File: src/rtl/uart_pkg.sv
// Shared types and constants for the UART receive-side word packer.
// Holds the packer FSM state encoding and the native byte width.
package uart_pkg;

    localparam int UART_BYTE_W = 8;

    typedef enum logic [1:0] {
        FETCH,
        CAPTURE,
        PRESENT
    } rx_pack_state_t;

endpackage

File: src/rtl/uart_idle_timer.sv
// Saturating idle counter that flags a partial-word flush.
// Used by uart_rx_word_packer only when UART_RX_FLUSH_TIMEOUT_EN is defined.
module uart_idle_timer #(
    parameter int TIMEOUT_CYCLES = 1024
) (
    input  logic clk,
    input  logic rst,
    input  logic run,
    input  logic clr,
    output logic expired
);

    localparam int CW = $clog2(TIMEOUT_CYCLES + 1);
    localparam logic [CW-1:0] LIMIT = CW'(TIMEOUT_CYCLES - 1);

    logic [CW-1:0] count;

    // Holds at the limit so the flush stays requested until cleared.
    always_ff @(posedge clk) begin
        if (!rst || clr) begin
            count <= '0;
        end else if (run && count != LIMIT) begin
            count <= count + 1'b1;
        end
    end

    assign expired = (count == LIMIT);

endmodule

File: src/rtl/uart_rx_word_packer.sv
// Pops RX FIFO bytes and packs them little-endian into valid/ready words.
// Define UART_RX_FLUSH_TIMEOUT_EN to flush partial words after an idle timeout.
module uart_rx_word_packer
    import uart_pkg::*;
#(
    parameter int FIFO_WIDTH     = UART_BYTE_W,
    parameter int BYTES_PER_WORD = 4,
    parameter int TIMEOUT_CYCLES = 1024
) (
    input  logic                                 clk,
    input  logic                                 rst,
    input  logic                                 rx_empty,
    input  logic [FIFO_WIDTH-1:0]                read_data,
    output logic                                 ren,
    output logic [FIFO_WIDTH*BYTES_PER_WORD-1:0] word_data,
    output logic [$clog2(BYTES_PER_WORD+1)-1:0]  word_bytes,
    output logic                                 word_valid,
    input  logic                                 word_ready
);

    localparam int CW = $clog2(BYTES_PER_WORD + 1);
    localparam logic [CW-1:0] LAST = CW'(BYTES_PER_WORD - 1);
    localparam logic [CW-1:0] FULL = CW'(BYTES_PER_WORD);

    rx_pack_state_t state_q, state_d;
    logic [CW-1:0]  cnt_q;
    logic           flush;

`ifdef UART_RX_FLUSH_TIMEOUT_EN
    logic expired;
    logic idle_run;
    logic idle_clr;

    assign idle_run = (state_q == FETCH) && rx_empty && (cnt_q != '0);
    assign idle_clr = ren || (word_valid && word_ready);
    assign flush    = expired && (state_q == FETCH) && (cnt_q != '0);

    uart_idle_timer #(
        .TIMEOUT_CYCLES(TIMEOUT_CYCLES)
    ) u_idle_timer (
        .clk    (clk),
        .rst    (rst),
        .run    (idle_run),
        .clr    (idle_clr),
        .expired(expired)
    );
`else
    assign flush = 1'b0;
`endif

    assign word_valid = (state_q == PRESENT);

    always_comb begin
        state_d = state_q;
        ren     = 1'b0;
        unique case (state_q)
            FETCH: begin
                if (flush) begin
                    state_d = PRESENT;
                end else begin
                    ren = ~rx_empty;
                    if (!rx_empty) state_d = CAPTURE;
                end
            end
            CAPTURE: begin
                state_d = (cnt_q == LAST) ? PRESENT : FETCH;
            end
            PRESENT: begin
                if (word_ready) state_d = FETCH;
            end
            default: state_d = FETCH;
        endcase
        if (!rst) ren = 1'b0;
    end

    always_ff @(posedge clk) begin
        if (!rst) begin
            state_q    <= FETCH;
            cnt_q      <= '0;
            word_data  <= '0;
            word_bytes <= '0;
        end else begin
            state_q <= state_d;
            unique case (state_q)
                FETCH: begin
                    if (flush) word_bytes <= cnt_q;
                end
                CAPTURE: begin
                    word_data[int'(cnt_q)*FIFO_WIDTH +: FIFO_WIDTH] <= read_data;
                    cnt_q <= cnt_q + 1'b1;
                    if (cnt_q == LAST) word_bytes <= FULL;
                end
                PRESENT: begin
                    if (word_ready) begin
                        cnt_q      <= '0;
                        word_data  <= '0;
                        word_bytes <= '0;
                    end
                end
                default: ;
            endcase
        end
    end

endmodule

File: config.mk
export PLATFORM = sky130hd
export DESIGN_NAME = uart_rx_word_packer
export DESIGN_NICKNAME = d
export VERILOG_FILES = /design/src/rtl/uart_pkg.sv /design/src/rtl/uart_idle_timer.sv /design/src/rtl/uart_rx_word_packer.sv
export SDC_FILE = /design/constraint.sdc
export NUM_CORES = 1
export LEC_CHECK = 0
export BUFFER_PORTS_ARGS = -buffer_cell sky130_fd_sc_hd__clkbuf_2
export CORE_UTILIZATION = 32
export CTS_CLUSTER_DIAMETER = 150
export DETAILED_ROUTE_END_ITERATION = 6
export SLEW_MARGIN = 30
export SYNTH_ARGS = -nofsm -noshare
export SYNTH_HDL_FRONTEND = slang
export SYNTH_SLANG_ARGS = --single-unit
File: constraint.sdc
create_clock -name clk -period 2.42 [get_ports clk]
set_input_delay 0.605 -clock clk [delete_from_list [all_inputs] [get_ports clk]]
set_output_delay 0.605 -clock clk [all_outputs]
set_load 0.01 [all_outputs]
Yosys cells after proc, flatten, opt, wreduce, memory -nomap -nowiden:

Index checks and enable logic that the tools add are counted.

* shift operators: 2
* $add $sub $neg: 2
* bitwise gates (word level): 1
* multiplexer cells: 13
* eq/ne operators: 6
* reduce and logical (&&, ||, !) cells: 5

Operators by type and width (number)
* $pmux 32 s2: 1
* $neg 6->33: 1
* $shift 8x33->32 const A: 1
* $shiftx 8x33->32: 1
* $bwmux 32: 1
* $mux 32: 1
* $pmux 3 s2: 2
* $mux 2: 3
* $mux 3: 2
* $pmux 2 s3: 1
* $ne 2x2->1 const B: 2
* $reduce_and 2->1: 2
* $add 3x1->3 const B: 1
* $eq 3x2->1 const B: 1
* $reduce_and 3->1: 1
* $eq 2x1->1 const B: 1
* $eq 2x2->1 const B: 1
* $logic_not 2->1: 1
* $mux 1: 2
* $ne 2x1->1 const B: 1
* $reduce_bool 2->1: 1
* $not 1->1: 1

* output and inout bits: 37
* input bits: 12
* register bits after elaboration: 40

Depth between registers and ports, before layout:

* word-level depth: 4
* gate-level depth with buffers: 7
* mapped depth without buffers: 6

Least setup slack after synthesis:

No wires, ideal clock.

* path kind: reg2reg
* start point: reg cnt_q[0]
* end point: reg word_data[16]
* data arrival time: 1759 ps
* cell stages (with the launch flop): 8
* library setup time: 120 ps
* path buffers: 1
* path slack: 541 ps
* cell sequence: dfxtp_1 -> inv_1 -> ha_1 -> ha_1 -> nand2b_2 -> or4_4 -> buf_6 -> mux2i_1

* cells in the longest elaborated chain, start to end: 4
* elaborated cells on any way between the ends: 5

RTL lines
* start, declared: line uart_rx_word_packer.sv:26 `logic [CW-1:0] cnt_q;`
* start signal, assigned: line uart_rx_word_packer.sv:90 `cnt_q <= cnt_q + 1'b1;`
* $neg 6->33 (*): line uart_rx_word_packer.sv:89 `word_data[int'(cnt_q)*FIFO_WIDTH +: FIFO_WIDTH] <= read_data;`
* $shiftx 8x33->32 or $shift 8x33->32 (tied branches): line uart_rx_word_packer.sv:89
* $bwmux 32 (*): line uart_rx_word_packer.sv:89
* $pmux 32 s2 (*): line uart_rx_word_packer.sv:84 `unique case (state_q)`
* end signal, assigned by index: line uart_rx_word_packer.sv:89
* end, declared: line uart_rx_word_packer.sv:15 `output logic [FIFO_WIDTH*BYTES_PER_WORD-1:0] word_data,`

Every way passes the cells marked *; elsewhere a longest branch is shown, timed or not.
A chain may end at the register's enable or synchronous reset.

Final worst setup path:

* start point: reg cnt_q[0]
* end point: reg word_data[29]

Same word-level chain as after synthesis.

==> qor.csv <==
metric,value,unit
status,"complete, no violations",
Tcrit/Tclk final,83.5,%
final hold vios,0,
"Cell Area, Synth",1660,um^2
fmax,495,MHz
postcts setup bufs,0,
Critical R2R Launch,cnt_q[0]$_SDFFE_PN0P_,
Power Density,588,nW/um^2
post-synthesis compound-gate area fraction,3.39,%
Ys Warns,0,
Hold Path Class,register to register,
fin util,41.3,%
H-tree levels,2,
CTS hold repair buffers,0,
per-cell routed wire length,12.4,um
area share of the largest cell type after synthesis,45.9,%
Iteration-0 DRC Markers,18,
crit-path max FO,8,
CP Launch Type,register,
CTS tree,done,
Critical Path Start,cnt_q[0]$_SDFFE_PN0P_,
total power,1.18,mW
I/O Pins,49,
CTS sink cnt,38,
Port Buf Inserts,46,
Die Y,74.0,um
post-synthesis cell type count,30,
largest net degree at the start of global routing,33,
Clock Tree Root,clkbuf_8,
DRT Wirelength,3490,um
Synth Area in Simple Gates,19.0,%
dpl hpwl,2490,um
DRT Pass-1 Iters,2,
Nets,234,
flip-flop and latch area,761,um^2
post-synthesis xor/xnor area fraction,0,%
vias post-DR,1263,
worst hold stages,2,
Setup Viol. Count Final,0,
cts bufs inserted,5,
core area,4850,um^2
register area share after synthesis,45.9,%
initial antenna violation count,0,
R2R depth,6,
clk_lat worst skew,0.28,ns
FP Rows,25,
Final Max Slew Viols,0,
global-route wire length before repair,5660,um
Critical Path End Type,register,
worst-margin pin slew,0.614,ns
Final GP Congestion,0.729,
clk buf depth,2,
Starting Density,34.2,%
DIE WIDTH,74.0,um
Avg Inst Size Synth,9.93,um^2
post_cts resized,0,
Clock Skew,0.00565,ns
Post-Synth Adder-Cell Area,5.28,%
antenna diode count,0,
RSZ-0062 raised after global routing,no,
vias in the first global route,1168,
CTS clock-pin slew for the worst setup and hold paths,0.07,ns
layout cells sized above 1,28.4,%
largest family of logic cells by synthesized area,multiplexers,
leakage power,1.01,nW
Detail Route Antenna Nets,0,
setup TNS,0,ns
Post-Synthesis Cells,167,
Die Area,5480,um^2
slew margin rel.,59.0,%
total grt overflow,0,
Max Cap Viol,0,
area grow syn2layout,20.6,%
Worst EP arrival,2.23,ns
Fill cells,505,
DRC Markers,0,
largest area contributor in the netlist,dfxtp_1,
post-layout minimum cycle time,2.02,ns
Worst Hold Launch,word_data[11]$_SDFFE_PN0P_,
CP Class,register to register,
Total GRT Usage,14.1,%
drt via density,4.48,
Worst Path Required,2.63,ns
post-synthesis mux area share,19.9,%
Multi-input gate area,801,um^2
largest cells by area after synthesis,"dfxtp_1 46%, mux2i_1 20%, nand2_1 10%",
Worst IR Drop VDD,0.282,mV
Yosys reg bits,38,
==> cells by family (layout without fill, tap and decap cells) <==
| group | after synthesis | count (layout) |
|---|---|---|
| simple gates | 64 | 64 |
| flops | 38 | 38 |
| mux | 33 | 33 |
| buf+inv | 15 | 62 |
| compound gates | 9 | 9 |
| fa+ha+maj | 7 | 7 |
| other cells | 1 | 2 |
==> Yosys cell counts <==
cell type,number
a21boi_1,1
a21oi_1,4
and2_1,1
and3_1,1
buf_2,1
buf_4,2
buf_6,2
clkbuf_1,1
clkbuf_8,2
conb_1,1
dfxtp_1,38
dlygate4sd1_1,1
ha_1,7
inv_1,6
mux2i_1,33
nand2_1,44
nand2b_1,2
nand2b_2,1
nand3_2,1
nand3b_1,1
nand3b_4,1
nor2_1,3
nor2_2,1
nor2b_1,1
nor3b_1,5
o211a_1,1
o21ai_0,2
o32ai_1,1
or3_1,1
or4_4,1
==> worst paths after layout <==
check	to	slack, ns
worst max-delay path	word_data[29]$_SDFFE_PN0P_	0.40
worst min register to register	word_data[11]$_SDFFE_PN0P_	0.46
worst min-delay path	word_data[11]$_SDFFE_PN0P_	0.46
worst max register to register	word_data[29]$_SDFFE_PN0P_	0.40
==> where the power goes <==
part | leakage, nW | internal, mW | switching [mW]
clock network | 0.0373 | 0.198 | 0.214
registers | 0.307 | 0.639 | 0.00900
logic | 0.666 | 0.0480 | 0.0679
total | 1.01 | 0.884 | 0.291
==> cell type report <==
class | instances | area share, %
inverter | 6 | 1.13
clock inverter | 1 | 0.375
multi-input combinational | 115 | 40.0
timing repair buffer | 49 | 12.6
clock buffer | 6 | 3.63
tap | 67 | 4.19
sequential | 38 | 38.0
==> critical path, stage by stage (launching register included) <==
cell and delay [ns]:
dfxtp_1 0.45, inv_1 0.07, ha_1 0.21, ha_1 0.32
nand3b_1 0.13, nand2b_1 0.51, mux2i_1 0.25
==> layout by cell type (no fill, tap or decap) <==
cell	Yosys	layout
dfxtp_1	38	38
clkbuf_1	1	1
nand2b_1	2	2
nand3b_4	1	1
and3_1	1	1
ha_1	7	7
o211a_1	1	1
and2_1	1	1
nor2_2	1	1
nand2_1	44	44
nor2b_1	1	1
nor2_1	3	3
nand2b_2	1	1
a21oi_1	4	4
mux2i_1	33	33
o21ai_0	2	2
nand3b_1	1	1
conb_1	1	2
clkbuf_2	0	46
nand3_2	1	1
clkbuf_8	2	5
clkinvlp_4	0	1
nor3b_1	5	5
buf_4	2	3
a21boi_2	0	1
or4_4	1	1
or3_1	1	1
inv_1	6	6
o32ai_1	1	1
==> routing by layer <==
metal / GRT usage (%) / share of wire, % / up-vias
met3: 2.98 / 3.6 / 4
met2: 21.4 / 47 / 25
li1: - / - / 649
met1: 18.6 / 48 / 585
met5: 0 / 0 / -
met4: 7.69 / 2.0 / 0
==> through the flow <==
step / setup WS [ns] / hold slack (ns) / std cells / instance area, um^2
after floorplan: 0.541 / 0.466 / 168 / 1660
after global placement: 0.506 / 0.444 / 275 / 1920
after detailed placement: 0.425 / 0.450 / 275 / 1920
after CTS: 0.415 / 0.464 / 282 / 2000
after global routing: 0.258 / 0.476 / 282 / 2000
final: 0.399 / 0.458 / 282 / 2000
==> flip-flops by register name, indices dropped and copies added (netlist names) <==
name,cells
state_q,2
cnt_q,3
word_bytes,1
word_data,32
Note: power is estimated with default switching activity, not from simulation.
